$ cat config.mk
export PLATFORM = sky130hd
export DESIGN_NAME = seq_mult_addshift_flat
export DESIGN_NICKNAME = d
export VERILOG_FILES = /design/src/rtl/seq_mult_addshift_if.sv /design/src/rtl/seq_mult_addshift.sv /design/src/flat_wrapper.sv
export SDC_FILE = /design/constraint.sdc
export NUM_CORES = 1
export LEC_CHECK = 0
export CORE_MARGIN = 2
export CORE_UTILIZATION = 35
export CTS_CLUSTER_SIZE = 28
export DETAILED_ROUTE_END_ITERATION = 6
export PLACE_DENSITY = 0.63
export SLEW_MARGIN = 20
export SYNTH_ARGS = -nofsm -noshare
export SYNTH_HDL_FRONTEND = slang
export SYNTH_SLANG_ARGS = --single-unit
$ cat constraint.sdc
create_clock -name Clk -period 2.8 [get_ports Clk]
set_input_delay 0.56 -clock Clk [delete_from_list [all_inputs] [get_ports Clk]]
set_output_delay 0.56 -clock Clk [all_outputs]
set_load 0.1 [all_outputs]
$ cat src/rtl/seq_mult_addshift_if.sv
// Handshake and operand/product bundle for the sequential add-shift multiplier.
// The master side drives the request and operands; the slave side returns status and product.
interface seq_mult_addshift_if #(
  parameter int WIDTH = 8
);
  logic                   start;
  logic [WIDTH-1:0]       mcand;
  logic [WIDTH-1:0]       mplier;
  logic                   busy;
  logic                   done;
  logic                   x_bit;
  logic [2*WIDTH-1:0]     prod;

  modport master (
    output start, mcand, mplier,
    input  busy, done, x_bit, prod
  );

  modport slave (
    input  start, mcand, mplier,
    output busy, done, x_bit, prod
  );
endinterface

$ cat src/rtl/seq_mult_addshift.sv
// Sequential add-shift multiplier: one (WIDTH+1)-bit add or subtract per bit, then a shift of {X,A,B}.
// Signed mode subtracts on the last step so the multiplier sign bit carries negative weight.
module seq_mult_addshift #(
  parameter int WIDTH       = 8,
  parameter int SIGNED_MODE = 1
) (
  input  logic                 Clk,
  input  logic                 Reset_n,
  seq_mult_addshift_if.slave   bus
);

  localparam int CNT_W = (WIDTH > 2) ? $clog2(WIDTH) : 1;
  localparam bit SGN   = (SIGNED_MODE != 0);
  localparam logic [CNT_W-1:0] CNT_LAST = CNT_W'(WIDTH - 1);

  typedef enum logic [1:0] {
    IDLE  = 2'd0,
    ADD   = 2'd1,
    SHIFT = 2'd2,
    DONE  = 2'd3
  } state_t;

  state_t            state_reg, state_next;
  logic [WIDTH-1:0]  s_reg, s_next;
  logic [WIDTH-1:0]  a_reg, a_next;
  logic [WIDTH-1:0]  b_reg, b_next;
  logic              x_reg, x_next;
  logic [CNT_W-1:0]  cnt_reg, cnt_next;

  logic [WIDTH:0]    addend_a;
  logic [WIDTH:0]    addend_s;
  logic [WIDTH:0]    sum;
  logic              last_step;

  // Extend to WIDTH+1 bits: sign-extend in signed mode, zero-extend otherwise.
  assign addend_a  = {(SGN & a_reg[WIDTH-1]), a_reg};
  assign addend_s  = {(SGN & s_reg[WIDTH-1]), s_reg};
  assign last_step = (cnt_reg == CNT_LAST);
  assign sum       = (SGN && last_step) ? (addend_a - addend_s) : (addend_a + addend_s);

  always_ff @(posedge Clk) begin
    if (!Reset_n) begin
      state_reg <= IDLE;
      s_reg     <= '0;
      a_reg     <= '0;
      b_reg     <= '0;
      x_reg     <= 1'b0;
      cnt_reg   <= '0;
    end else begin
      state_reg <= state_next;
      s_reg     <= s_next;
      a_reg     <= a_next;
      b_reg     <= b_next;
      x_reg     <= x_next;
      cnt_reg   <= cnt_next;
    end
  end

  always_comb begin
    state_next = state_reg;
    s_next     = s_reg;
    a_next     = a_reg;
    b_next     = b_reg;
    x_next     = x_reg;
    cnt_next   = cnt_reg;

    case (state_reg)
      IDLE: begin
        if (bus.start) begin
          s_next     = bus.mcand;
          b_next     = bus.mplier;
          a_next     = '0;
          x_next     = 1'b0;
          cnt_next   = '0;
          state_next = ADD;
        end
      end

      ADD: begin
        if (b_reg[0]) begin
          {x_next, a_next} = sum;
        end
        state_next = SHIFT;
      end

      SHIFT: begin
        // X replicates into A's MSB; in signed mode it also stays as the sign extension.
        x_next = SGN ? x_reg : 1'b0;
        a_next = {x_reg, a_reg[WIDTH-1:1]};
        b_next = {a_reg[0], b_reg[WIDTH-1:1]};
        if (last_step) begin
          state_next = DONE;
        end else begin
          cnt_next   = cnt_reg + CNT_W'(1);
          state_next = ADD;
        end
      end

      DONE: begin
        // Start must drop before a new operation can be accepted.
        if (!bus.start) begin
          state_next = IDLE;
        end
      end

      default: begin
        state_next = IDLE;
      end
    endcase
  end

  assign bus.busy  = (state_reg == ADD) || (state_reg == SHIFT);
  assign bus.done  = (state_reg == DONE);
  assign bus.prod  = {a_reg, b_reg};
  assign bus.x_bit = x_reg;

endmodule
$ cat src/flat_wrapper.sv
// flat-port wrapper written by rule: the top's interface ports become plain ports
module seq_mult_addshift_flat 
#(
  parameter int WIDTH       = 8,
  parameter int SIGNED_MODE = 1
)
  (Clk, Reset_n, bus_start, bus_mcand, bus_mplier, bus_busy, bus_done, bus_x_bit, bus_prod);
  seq_mult_addshift_if #(.WIDTH(WIDTH)) bus_i ();
  input  logic Clk;
  input  logic Reset_n;
  input wire logic [$bits(bus_i.start)-1:0] bus_start;
  input wire logic [$bits(bus_i.mcand)-1:0] bus_mcand;
  input wire logic [$bits(bus_i.mplier)-1:0] bus_mplier;
  output wire logic [$bits(bus_i.busy)-1:0] bus_busy;
  output wire logic [$bits(bus_i.done)-1:0] bus_done;
  output wire logic [$bits(bus_i.x_bit)-1:0] bus_x_bit;
  output wire logic [$bits(bus_i.prod)-1:0] bus_prod;
  assign bus_i.start = bus_start;
  assign bus_i.mcand = bus_mcand;
  assign bus_i.mplier = bus_mplier;
  assign bus_busy = bus_i.busy;
  assign bus_done = bus_i.done;
  assign bus_x_bit = bus_i.x_bit;
  assign bus_prod = bus_i.prod;
  seq_mult_addshift #(.WIDTH(WIDTH), .SIGNED_MODE(SIGNED_MODE)) u_core (.Clk(Clk), .Reset_n(Reset_n), .bus(bus_i));
endmodule
==> flow_summary.toml <==
[die]
die_h_um = 77.1
dieArea_sq_mm = 0.00595
die-width_um = 77.1
start_util = 0.364
rows = 26
io_pins = 38
coreArea_sq_mm = 0.00514

[route]
ant_nets = 0
vias_per_cell = 5.10
drtIter0Drc = 84
wl_per_cell_um = 13.2
vias = 1720
drt_wl_total_mm = 4.44
drc = 0
drtPass1Iterations = 4

[setup_path]
start_kind = "flip-flop"
cp-end-kind = "flip-flop"
criticalPathCategory = "flip-flop to flip-flop"
path_max_fanout = 11
crit_arrival_ps = 2700
crit_path_start = "u_core.cnt_reg[0]"
reg2reg_from = "u_core.cnt_reg[0]"
required_ps = 3020
r2r_setup_slack_ps = 320

[run]
maxCapViolations = 0

[clocking]
cts-root-buf = "clkbuf_8"
cts_tree = "done"
numCtsBuffers = 5
clock_latency_ps = 290
clk_pin_slew_ps = 70
cts_resized = 0
ctsLongestPathBuffers = 2
post-cts-setup-buffers = 0
cts_hold_buf = 0
clkSinkCount = 30
htree_levels = 2

[final_layout]
syn2layout_area_growth_pct = 26.7
num-nets-final = 301
layout-drive-gt1-share = 0.146
final_cell_count_no_fill = 337
n_antenna_cell = 0
fin_area_sq_mm = 0.00237

[timing]
slew_violations = 0
fmax_ghz = 0.402
tns_ps = 0
fin_crit_ps = 2480
period_share = 0.887
worstMarginPinSlew_ps = 846
rsz0062_at_grt = "no"
setup_viol = 0
skew_ps = 5.62
max_slew_margin = 0.433
hold_viol = 0

[synth]
synth-seq-cells = 30
synth-edff-count = 0
yosys.area.top_type = "dfxtp_1"
synth_common_cells = "dfxtp_1 (30), a21oi_1 (23), nor2_1 (21)"
async_flop_share = 0
syn_area_sq_mm = 0.00187
yosysWarnings = 0
netlist_instances = 227
ys_seq_area_frac = 0.321
synth.distinct_cells = 41
yosys.area.top_type_share = 0.321
synth.area.top_cells = "dfxtp_1 (32%), ha_1 (10%), a21oi_1 (6.1%)"
synthesis.nets = 262
synth.most_common_cell = "dfxtp_1"
ys.flop_type = "dfxtp_1"
syn_avg_cell_area_sq_um = 8.25

[pwr]
p_leak_nw = 0.926
peakVddDrop_uv = 452
power_density_mw_per_mm2 = 770

[global_routing]
grt_max_degree = 27
grt_pass1_wl_mm = 7.56
grt_overflow = 0
grtUsageTotal = 0.159
antenna_found_initial = 0
first_global_vias = 1611

[hold_path]
hp-start = "u_core.a_reg[0]"
hp-class = "flip-flop to flip-flop"

[placed_design]
dp.cells = 329
portBuffers = 37
dp_hpwl_mm = 3.28
dpl-instance-area_sq_mm = 0.00227
gp_congestion = 0.834

[outcome]
status = "complete, no violations"
## area by class of cell
type                       count  area, sq um
clock buffer                   6         82.6
multi-input combinational    175         1180
tap                           70         87.6
inverter                      11         41.3
fill                         562         2770
timing repair buffer          43          368
sequential                    30          601
clock inverter                 2         12.5
## through the flow
stage | power (mW) | utilization | setup slack (ps) | hold WS (ps)
floorplan | 1.26 | - | 424 | 462
global placement | 1.46 | 0.442 | 290 | 483
detailed placement | 1.46 | 0.442 | 211 | 490
CTS | 1.84 | 0.461 | 183 | 503
global route | 1.94 | 0.461 | 81.4 | 532
finish | 1.83 | 0.461 | 315 | 500
## critical path: stages, from the launching register on
cell      delay (ps)
dfxtp_1          350
ha_1             160
ha_2             290
mux2i_1          160
fa_1             470
a211oi_1         280
o21bai_1         130
o21ai_0          210
xor3_1           250
o21ai_1          120
## power breakdown
group	switching [mW]	internal (mW)	leakage [nW]	total, mW
Sequential	0.0506	0.474	0.245	0.525
Combinational	0.610	0.320	0.633	0.930
Clock	0.175	0.197	0.0472	0.372
## cells by family (layout without fill, tap and decap cells)
group / Yosys count / in the layout / synth area share
AND/OR/NAND/NOR: 69 / 69 / 0.166
AO/OA/AOI/OAI: 68 / 68 / 0.233
flip-flops: 30 / 30 / 0.321
buffers and inverters: 22 / 62 / 0.0508
adder cells (fa/ha/maj): 16 / 16 / 0.111
XOR/XNOR: 12 / 12 / 0.0642
multiplexers: 10 / 10 / 0.0535
## layer usage
metal	GRT usage	vias up	share of wire
li1	-	904	-
met1	0.215	775	0.51
met2	0.243	34	0.44
met3	0.0329	7	0.036
met4	0.0732	0	0.011
met5	0	-	0
## worst paths after layout
kind,to,cells after the start
worst min-delay path,u_core.a_reg[0],2
worst min register to register,u_core.a_reg[0],2
worst max register to register,u_core.bus.x_bit,9
worst max-delay path,u_core.bus.x_bit,9
## cells in the final DEF, fill, tap and decap left out, drive strengths merged, types with 3 or more instances in the layout
cell / n
a211oi: 12
a21oi: 23
buf: 25
clkbuf: 6
clkdlybuf4s50: 18
dfxtp: 30
ha: 15
inv: 11
mux2i: 10
nand2: 20
nand3: 19
nand4: 3
nor2: 21
o211ai: 3
o21ai: 11
xnor2: 9
Power figures use the tool's default switching activity.
